--- config.mk ---
export PLATFORM = sky130hd
export DESIGN_NAME = piso_serializer
export DESIGN_NICKNAME = d
export VERILOG_FILES = /design/src/rtl/piso_serializer.sv
export SDC_FILE = /design/constraint.sdc
export NUM_CORES = 1
export LEC_CHECK = 0
export ABC_CLOCK_PERIOD_IN_PS = 1750
export CORE_ASPECT_RATIO = 1.75
export CORE_UTILIZATION = 30
export DETAILED_ROUTE_END_ITERATION = 6
export GPL_TIMING_DRIVEN = 0
export SYNTH_ARGS = -nofsm -noshare
export SYNTH_HDL_FRONTEND = slang
export SYNTH_SLANG_ARGS = --single-unit
export TNS_END_PERCENT = 50
--- constraint.sdc ---
create_clock -name clk_i -period 1.75 [get_ports clk_i]
set_clock_uncertainty 0.2 [all_clocks]
set_input_delay 0.4375 -clock clk_i [delete_from_list [all_inputs] [get_ports clk_i]]
set_output_delay 0.4375 -clock clk_i [all_outputs]
set_load 0.1 [all_outputs]
--- src/rtl/piso_serializer.sv ---
// -----------------------------------------------------------------------------
// piso_serializer
//
// Parallel-in / serial-out front end for an MSB-bit shift register. A word is
// taken over a valid/ready handshake, then sent one bit per DIV clock cycles.
// Each bit comes with a one-cycle strobe and a direction flag. An optional gap
// of GAP bit-times holds the serial line at 0 between words.
//
// Ports
//   clk_i    : clock; all logic changes on the rising edge
//   rst_i    : synchronous reset, active-high; takes priority over everything
//   word_i   : parallel word, sampled only when it is accepted
//   valid_i  : word_i/dir_i are valid; must be held until accepted
//   dir_i    : 0 = word_i[MSB-1] goes first, 1 = word_i[0] goes first
//   ready_o  : high only in IDLE; a transfer happens on valid_i && ready_o
//   data_o   : current serial bit (drives the shift register's data_i)
//   en_o     : one-cycle strobe per bit (drives the shift register's en_i)
//   dir_o    : direction latched for the current word (drives dir_i)
//   busy_o   : high while a word is shifting or in the inter-word gap
//   done_o   : one-cycle pulse in the cycle after the last bit's strobe
// -----------------------------------------------------------------------------
module piso_serializer #(
  parameter int MSB = 8,  // word width, >= 2
  parameter int DIV = 4,  // clock cycles per serial bit, >= 1
  parameter int GAP = 1   // idle bit-times between words, >= 0
) (
  input  logic           clk_i,
  input  logic           rst_i,
  input  logic [MSB-1:0] word_i,
  input  logic           valid_i,
  input  logic           dir_i,
  output logic           ready_o,
  output logic           data_o,
  output logic           en_o,
  output logic           dir_o,
  output logic           busy_o,
  output logic           done_o
);

  // Counter widths. Each counter keeps at least one bit, so the degenerate
  // DIV=1 and GAP=0 settings still produce legal vectors.
  localparam int BIT_W = $clog2(MSB);
  localparam int DIV_W = (DIV > 1) ? $clog2(DIV) : 1;
  localparam int GAP_W = (GAP * DIV > 0) ? $clog2(GAP * DIV + 1) : 1;

  localparam logic [BIT_W-1:0] BIT_LAST = BIT_W'(MSB - 1);
  localparam logic [DIV_W-1:0] DIV_LAST = DIV_W'(DIV - 1);
  localparam logic [GAP_W-1:0] GAP_LAST = GAP_W'((GAP > 0) ? GAP * DIV - 1 : 0);

  typedef enum logic [1:0] {
    S_IDLE  = 2'd0,
    S_SHIFT = 2'd1,
    S_GAP   = 2'd2
  } state_t;

  state_t           state_q,   state_d;
  logic [MSB-1:0]   shadow_q,  shadow_d;
  logic [BIT_W-1:0] bit_cnt_q, bit_cnt_d;
  logic [DIV_W-1:0] div_cnt_q, div_cnt_d;
  logic [GAP_W-1:0] gap_cnt_q, gap_cnt_d;
  logic             dir_q,     dir_d;
  logic             done_q,    done_d;

  logic [BIT_W-1:0] bit_idx;
  logic             strobe;

  // The strobe is decoded from registered state only. data_o therefore stays
  // stable for the whole cycle in which the downstream register samples it.
  assign strobe  = (state_q == S_SHIFT) && (div_cnt_q == DIV_LAST);

  // Bit k of the word goes out k-th in LSB-first order, and as bit MSB-1-k in
  // MSB-first order.
  assign bit_idx = dir_q ? bit_cnt_q : (BIT_LAST - bit_cnt_q);

  // Next-state logic
  // NOTE: every signal written in this block gets a default first. Then no path
  // through the case leaves a signal unassigned, and no latch is inferred.
  always_comb begin
    state_d   = state_q;
    shadow_d  = shadow_q;
    bit_cnt_d = bit_cnt_q;
    div_cnt_d = div_cnt_q;
    gap_cnt_d = gap_cnt_q;
    dir_d     = dir_q;
    done_d    = 1'b0;

    unique case (state_q)
      S_IDLE: begin
        if (valid_i) begin
          shadow_d  = word_i;
          dir_d     = dir_i;
          bit_cnt_d = '0;
          div_cnt_d = '0;
          state_d   = S_SHIFT;
        end
      end

      S_SHIFT: begin
        if (div_cnt_q == DIV_LAST) begin
          div_cnt_d = '0;
          if (bit_cnt_q == BIT_LAST) begin
            // The last bit is being strobed now; the pulse lands in the
            // following cycle.
            done_d    = 1'b1;
            bit_cnt_d = '0;
            if (GAP > 0) begin
              gap_cnt_d = '0;
              state_d   = S_GAP;
            end else begin
              state_d   = S_IDLE;
            end
          end else begin
            bit_cnt_d = bit_cnt_q + BIT_W'(1);
          end
        end else begin
          div_cnt_d = div_cnt_q + DIV_W'(1);
        end
      end

      S_GAP: begin
        if (gap_cnt_q == GAP_LAST) begin
          gap_cnt_d = '0;
          state_d   = S_IDLE;
        end else begin
          gap_cnt_d = gap_cnt_q + GAP_W'(1);
        end
      end

      default: state_d = S_IDLE;
    endcase
  end

  // State registers
  // NOTE: sequential state uses non-blocking assignments only. All flops then
  // update together at the edge, whatever order the statements are in.
  always_ff @(posedge clk_i) begin
    if (rst_i) begin
      state_q   <= S_IDLE;
      // NOTE: the shadow word is a plain register, not a memory array. It is
      // cleared like everything else, so a word aborted by reset leaves
      // nothing behind.
      shadow_q  <= '0;
      bit_cnt_q <= '0;
      div_cnt_q <= '0;
      gap_cnt_q <= '0;
      dir_q     <= 1'b0;
      done_q    <= 1'b0;
    end else begin
      state_q   <= state_d;
      shadow_q  <= shadow_d;
      bit_cnt_q <= bit_cnt_d;
      div_cnt_q <= div_cnt_d;
      gap_cnt_q <= gap_cnt_d;
      dir_q     <= dir_d;
      done_q    <= done_d;
    end
  end

  // Outputs
  assign ready_o = (state_q == S_IDLE);
  assign busy_o  = (state_q == S_SHIFT) || (state_q == S_GAP);
  assign data_o  = (state_q == S_SHIFT) ? shadow_q[bit_idx] : 1'b0;
  assign en_o    = strobe;
  assign dir_o   = dir_q;
  assign done_o  = done_q;

endmodule

======== Word level (Yosys, flattened, before mapping) ========
Cells that the tools add are included.
storage, ports and cells
  register bits after elaboration ......... 20
  memory bits (read-only) ................. 0
  output and inout port bits .............. 6
  memory bits (writable) .................. 0
  memories kept ........................... 0
  bits in latches ......................... 0
cells by class
  multipliers ............................. 0
  shift-type cells ........................ 0
  order comparisons ....................... 1
  multiplexer cells ....................... 21
  divide/modulo/power cells ............... 0
  reductions and logical operators ........ 11
  bitwise logic cells ..................... 2
  eq/ne operators ......................... 9
  add/subtract/negate cells ............... 4
operator list
  kind                                                                           number
  3-bit 2-to-1 mux                                                               7
  2-bit 2-to-1 mux                                                               6
  3-bit one-hot mux with 2 select lines                                          2
  3-bit by 1-bit adder with 3-bit output (second input constant)                 2
  2-bit one-hot mux with 3 select lines                                          1
  3-bit AND reduction                                                            2
  2-bit equality test (second input constant)                                    2
  3-bit by 4-bit less-than comparator with 1-bit output (second input constant)  1
  2-bit by 1-bit inequality test with 1-bit output (second input constant)       2
  2-bit inequality test (second input constant)                                  2
  2-bit one-hot mux with 2 select lines                                          1
  2-bit AND reduction                                                            2
  4-bit AND reduction                                                            1
  2-bit nonzero test                                                             2
  1-bit binary-select mux with 3-bit select                                      1
  3-bit by 2-bit equality test with 1-bit output (second input constant)         1
  3-bit equality test (second input constant)                                    1
  1-bit 2-to-1 mux                                                               3
  3-bit OR reduction                                                             1
  3-bit subtractor (first input constant)                                        1
  2-bit by 1-bit adder with 2-bit output (second input constant)                 1
  2-bit by 1-bit equality test with 1-bit output (second input constant)         1
  2-bit logical NOT                                                              1
  1-bit inverter                                                                 2
  2 further kinds                                                                2

======== Depth between registers and ports, before layout ========
Gate-level depths: netlist (run 1).
  word-level depth ........................ 5
  gate-level depth with buffers ........... 6

======== Least setup slack after synthesis (run 1) ========
OpenSTA, ideal clock, no wires.
  path kind ............................... reg2out
  from .................................... register dir_q, in the netlist dir_o
  to ...................................... output port data_o
  arrival ................................. 3.423 ns
  cell stages (with the launch flop) ...... 6
  required time ........................... 1.112 ns
  setup slack ............................. -2.310 ns
  path through ............................ dfxtp_1 -> buf_6 -> or3b_1 -> a21boi_2 -> a2111oi_2 -> a2111oi_2
between the ends
  word-level cells in the longest chain between the ends .. 4
RTL lines
  element                                    line  text
  start, declared                            61    logic dir_q, dir_d;
  start signal, assigned                     154   dir_q <= dir_d;
  3-bit 2-to-1 mux                           73    assign bit_idx = dir_q ? bit_cnt_q : (BIT_LAST - bit_cnt_q);
  1-bit binary-select mux with 3-bit select  162   assign data_o = (state_q == S_SHIFT) ? shadow_q[bit_idx] : 1'b0;
  1-bit 2-to-1 mux (not written as such)     162
  1-bit 2-to-1 mux                           162
  end, declared                              33    output logic data_o,
No other way between the ends. The select of a mux whose other input is x is not followed.

======== Worst setup path in the final report (run 1) ========
  from .................................... register bit_cnt_q[0]
  to ...................................... output port data_o
between the ends
  word-level cells in the longest chain between the ends .. 5
RTL lines
  element                                      line  text
  start, declared                              58    logic [BIT_W-1:0] bit_cnt_q, bit_cnt_d;
  start signal, assigned                       151   bit_cnt_q <= bit_cnt_d;
  3-bit subtractor                             73
  3-bit 2-to-1 mux *                           73
  1-bit binary-select mux with 3-bit select *  162
  1-bit 2-to-1 mux (not written as such) *     162
  1-bit 2-to-1 mux *                           162
Mark *: on every way between the ends. The rest lies on a longest branch, timed or not. The select of a mux whose other input is x is not followed.

==> results.ini, run 1 <==
[critical_path]
r2r-end=state_q[1]
required_ps=1110
r2r_slack_ps=10
arrival_ps=1900
criticalPathCategory=reg2out
reg2reg_depth=7
reg2reg_from=state_q[1]
setup.worst_path.end_class=output pin
worstSetupStartpointType=register
crit_fanout=10

[final_layout]
final_util=0.442
fin_area_um2=1600
drive_above_1_share=0.294
area_growth_pct=39.2
stdcell_count=206
layout.nets=182
num_antenna_cells=0

[synth]
yosysWarnings=0
synthArstFlopShare=0
yosys.area.top_type=dfxtp_1
muxShareOfSynthArea=0.0435
syn_area_um2=1150
synth_compound_area_frac=0.186
synth_area_per_cell_um2=8.59
yosysSeqAreaShare=0.348
synth.top_cells.by_count=dfxtp_1 (20), a21oi_1 (15), nand2_1 (13), nand3_1 (12)
synth_xor_area_frac=0
synth_top_family_by_area=simple AND/OR/NAND/NOR gates
yosysTopAreaCellShare=0.348
synth_edf_count=0
ys_ff_latch=20
synthAdderAreaFrac=0.0978
syn_nets=155
yosysMostFrequentCell=dfxtp_1
netlist_top_cells_area=dfxtp_1 (35%), ha_1 (9.8%), a21oi_1 (6.5%), nand3_1 (5.2%), mux2i_1 (4.3%)
syn_inst=134
synth.distinct_cells=34
synth-simple-area-share=0.275
ys.flop_type=dfxtp_1

[timing]
tightest_slew_ps=521
fmax_ghz=0.395
setup_tns_ps=-933
fin_crit_ps=2530
max_slew_margin=0.653
post-route-period-util=1.45
rsz0062_at_grt=yes
finalMaxSlewViolations=0
finalSetupViolations=2
fin_ws_ps=-784
finalHoldViolations=0

[drt]
met3_length_um=71
ant_nets=0
wire_per_inst_um=13.7
highest_layer=met4
drc=0
drt-total-wl_um=2830
drtIter0Drc=21
dr_total_vias=1055
wl_met2_um=1590
drtPass1Iterations=4
viasPerCell=5.12
wl_met1_um=1090

[grt]
grt_start_max_net_pins=12
grt_pass1_vias=1137
grt_antenna_before_repair=0
track_usage=0.152
overflow=0
grt_pass1_wl_um=4840

[floorplan]
die_w_um=48.8
coreArea_um2=3630
initial_core_util=0.317
dieArea_um2=4100
rows=29
die_h_um=83.9
io_pins=18

[worst_hold_path]
hold_path.class=reg2reg
hold_path_end=shadow_q[5]
min_from=shadow_q[5]
min_path_cells=2

[power_and_ir_drop]
power_leakage_nw=0.634
ir_worst_vdd_uv=753
pwr-share-clk=0.212
p_per_area_nw_per_um2=1040
pwr-share-comb=0.461
cell_internal_pwr_mw=1.00
seq_power_share=0.327
swShare=0.399
switchingPower_mw=0.665

[place]
globalplace.congestion=0.873
placed_cells=196
hpwl_um=2090
placed_cell_area_um2=1410
portBuffers=16

[clocking]
cts.clk_slew.worst_paths_ps=80
ctsLongestPathBuffers=2
cts_made_buffers=3
worstSkewPairLatency_ps=260
cts_hold_buffers=0
cts_sinks=20
tritoncts=done
htree_levels=1
clockRootBuffer=clkbuf_8

[outcome]
violations=negative setup slack
status=complete, but fails checks

[job]
maxCapViolations=0

[area by class of cell]
| cell class | count | area (um^2) |
|---|---|---|
| Buffer | 7 | 47.5 |
| Tap cell | 46 | 57.6 |
| Multi-Input combinational cell | 103 | 779 |
| Inverter | 4 | 22.5 |
| Clock buffer | 4 | 55.1 |
| Timing Repair Buffer | 22 | 225 |
| Sequential cell | 20 | 415 |
| Fill cell | 361 | 2030 |
[per-layer routing]
| metal | up-vias | track usage |
|---|---|---|
| li1 | 521 | - |
| met1 | 501 | 0.154 |
| met2 | 29 | 0.285 |
| met3 | 4 | 0.0128 |
| met4 | 0 | 0.0963 |
| met5 | - | 0 |
[stage by stage]
step	worst slack [ps]	power [mW]	hold WS (ps)
2_1_floorplan	-1130	1.08	232
3_3_place_gp	-1420	1.18	259
3_5_place_dp	-1480	1.20	268
4_1_cts	-792	1.65	278
5_1_grt	-850	1.75	297
6_report	-784	1.67	267
[how the worst max path moves through the flow]
stage                            start      to  slack (ps)
after floorplan                  dir_o  data_o       -1130
after global placement    bit_cnt_q[1]  data_o       -1420
after detailed placement  bit_cnt_q[1]  data_o       -1480
after CTS                 bit_cnt_q[0]  data_o        -790
after global routing      bit_cnt_q[0]  data_o        -850
final                     bit_cnt_q[0]  data_o        -780
[power groups by stage]
stage / Combinational (mW) / Sequential [mW] / Clock [mW]
2_1_floorplan: 0.524 / 0.552 / 0
3_3_place_gp: 0.641 / 0.539 / 0
3_5_place_dp: 0.659 / 0.544 / 0
4_1_cts: 0.745 / 0.544 / 0.365
5_1_grt: 0.822 / 0.550 / 0.381
6_report: 0.768 / 0.545 / 0.354
[cells by family after synthesis]
group / count (synthesis)
buffers and inverters: 11
AO/OA/AOI/OAI: 30
flip-flops: 20
AND/OR/NAND/NOR: 59
multiplexers: 5
adder cells (fa/ha/maj): 9
[worst max-delay path, stage by stage, from the launching register on]
cell and delay [ps]:
dfxtp_2 330, buf_6 140, or3b_1 390, a21boi_2 190, a2111oi_4 80, a2111oi_4 230, buf_6 270
[cells in the final DEF (no fill, tap or decap), types with 4 or more instances in the layout]
| cell type | n |
|---|---|
| clkdlybuf4s50_1 | 10 |
| nand2b_1 | 7 |
| nand3_1 | 12 |
| clkbuf_8 | 4 |
| buf_6 | 6 |
| nor2_1 | 9 |
| dfxtp_1 | 14 |
| buf_4 | 4 |
| a21oi_1 | 14 |
| nand2_1 | 12 |
| ha_1 | 5 |
| mux2i_1 | 5 |
[what timing repair did]
item / CTS / global route
gates resized for setup: 62 / 7
gates cloned: 0 / 0
buffers inserted: 4 / 2
endpoints found under the setup margin: 18 / 17
pin swaps: 4 / 3
[sequential cells by signal, summed over array words and instances, names as in the netlist]
name / flops
bit_cnt_q: 3
gap_cnt_q: 3
state_q: 2
dir_o: 1
shadow_q: 8
div_cnt_q: 2
done_o: 1
Note: power is estimated with default switching activity, not from simulation.
==> run 2, diff against run 1 <==
--- a/config.mk
+++ b/config.mk
@@ -8,6 +8,7 @@
 export ABC_CLOCK_PERIOD_IN_PS = 1750
 export CORE_ASPECT_RATIO = 1.75
 export CORE_UTILIZATION = 30
+export CTS_CLUSTER_DIAMETER = 100
 export DETAILED_ROUTE_END_ITERATION = 6
 export GPL_TIMING_DRIVEN = 0
 export SYNTH_ARGS = -nofsm -noshare
==> results of run 2 <==
The final DEF is identical to that of run 1; final timing and power are the same.
==> run 3, diff against run 2 <==
--- a/config.mk
+++ b/config.mk
@@ -10,7 +10,6 @@
 export CORE_UTILIZATION = 30
 export CTS_CLUSTER_DIAMETER = 100
 export DETAILED_ROUTE_END_ITERATION = 6
-export GPL_TIMING_DRIVEN = 0
 export SYNTH_ARGS = -nofsm -noshare
 export SYNTH_HDL_FRONTEND = slang
 export SYNTH_SLANG_ARGS = --single-unit
==> run 3 against run 2 <==
  * Critical endpoint unchanged
  * Worst setup slack gained 140 ps
  * Highest routed layer unchanged
  * Non-clock buffer count grew 11
  * Critical path type unchanged
  * Hold slack is essentially flat
  * Largest power group unchanged
  * The flow still finishes with violations (negative setup slack)
==> results.ini, run 3 (same netlist as run 1, synthesis figures left out) <==
[critical_path]
reg2reg_depth=10
cp_top_family=compound AO/OA/AOI/OAI gates
cpPeakStageDelay_ps=390
startpoint=bit_cnt_q[1]
crit_fanout=11
criticalPathCategory=reg2out
arrival_ps=1750
worstSetupStartpointType=register
r2r_slack_ps=50
cp_common_cell=a2111oi_4
cp_slowest_cell=dfxtp_4
required_ps=1110
reg2reg_from=state_q[1]
cp.depth=5
r2r-end=bit_cnt_q[2]
setup.worst_path.end_class=output pin
cp_num_buf_inv=1
timing.critical_path.cells=or3b_1 -> a21boi_2 -> a2111oi_4 -> a2111oi_4 -> buf_12
crit_end=data_o

[final_layout]
layout.nets=193
fillerInstances=365
regMostFlops=shadow_q
fin_area_um2=1770
largest_reg_flops=8
drive_above_1_share=0.363
mostFrequentLayoutCells=buf_4 (19), dfxtp_1 (15), a21oi_1 (13)
num_antenna_cells=0
final_common_cell=buf_4
largestRegisters=shadow_q (8), bit_cnt_q (3), gap_cnt_q (3)
stdcell_count=217
area_growth_pct=53.6

[timing]
finalMaxSlewViolations=0
rsz0062_at_grt=yes
finalSetupViolations=4
max_slew_margin=0.735
finalHoldViolations=0
fin_ws_ps=-640
tightest_slew_ps=396
fmax_ghz=0.418
fin_crit_ps=2390
post-route-period-util=1.37

[drt]
wire_per_inst_um=13.0
drt-total-wl_um=2820
viasPerCell=4.95
dr_total_vias=1074
ant_nets=0
drc=0
drtPass1Iterations=4
drtIter0Drc=16

[power_and_ir_drop]
ir_worst_vdd_uv=718
total_power_mw=1.77
p_per_area_nw_per_um2=1000
power_leakage_nw=0.711

[clocking]
cts_hold_buffers=0
ctsLongestPathBuffers=2
htree_levels=1
clockRootBuffer=clkbuf_8
tritoncts=done
cts_sinks=20
cts.clk_slew.worst_paths_ps=70
worstSkewPairLatency_ps=250
cts_made_buffers=3

[outcome]
status=complete, but fails checks
violations=negative setup slack

[grt]
grt_pass1_wl_um=4700
track_usage=0.149
grt_antenna_before_repair=0
grt_pass1_vias=1075
overflow=0
grt_start_max_net_pins=12

[floorplan]
dieArea_um2=4100
initial_core_util=0.317
die_h_um=83.9
io_pins=18
rows=29
die_w_um=48.8
coreArea_um2=3630

[place]
placed_cell_area_um2=1570
hpwl_um=2280
portBuffers=17
placed_cells=208
globalplace.congestion=0.771

[job]
maxCapViolations=0

[worst_hold_path]
hold_path.class=reg2reg

-- run 3: cell count changes in the layout (fill, tap and decap cells not counted), moves of 2 or more --
cell,before,now
nand2b_1,7,5
buf_4,4,19
nand2b_4,0,2
buf_12,2,6
buf_6,6,4
ha_2,2,0
buf_2,2,0
clkbuf_2,2,0
inv_2,0,2
-- run 3: cell type report --
class                      count  area [um^2]  share of cell area
multi-input combinational    103          821               0.464
timing repair buffer          40          418               0.236
sequential                    20          412               0.233
tap                           46         57.6              0.0326
clock buffer                   4         45.0              0.0255
inverter                       4         15.0             0.00849
-- run 3: worst min-delay path by stage --
| stage | startpoint | endpoint | slack, ps | depth (start not counted) |
|---|---|---|---|---|
| after floorplan | shadow_q[5] | shadow_q[5] | 230 | 2 |
| after global placement | gap_cnt_q[2] | gap_cnt_q[2] | 250 | 1 |
| after detailed placement | gap_cnt_q[2] | gap_cnt_q[2] | 260 | 1 |
| after CTS | gap_cnt_q[2] | gap_cnt_q[2] | 270 | 1 |
| after global routing | gap_cnt_q[2] | gap_cnt_q[2] | 280 | 1 |
| final | gap_cnt_q[2] | gap_cnt_q[2] | 270 | 1 |
-- run 3: timing repair --
action                     4_1_cts  5_1_grt
setup endpoints to repair        9       20
pin swaps                        5        5
gates resized for setup         16       14
buffers inserted                 3        3
hold endpoints to repair         0        0
-- run 3: metrics by stage --
stage          hold slack [ps]   util  setup TNS [ps]  worst slack [ps]
3_3_place_gp               255  0.432           -1200              -563
2_1_floorplan              232      -           -1130             -1130
4_1_cts                    270  0.467            -980              -665
3_5_place_dp               259  0.432           -1520              -578
5_1_grt                    278  0.487           -1210              -737
6_report                   267  0.487            -932              -640
-- run 3: power breakdown --
group	switching (mW)	total (mW)	internal, mW	leakage [nW]
logic	0.490	0.918	0.428	0.522
clock network	0.144	0.305	0.162	0.0228
registers	0.0462	0.546	0.500	0.166
-- run 3: layer usage --
metal	vias to the layer above	part of all wire	global-route usage
li1	548	-	-
met2	13	0.60	0.299
met5	-	0	0
met1	511	0.37	0.145
met4	0	0.014	0.0668
met3	2	0.017	0.0128
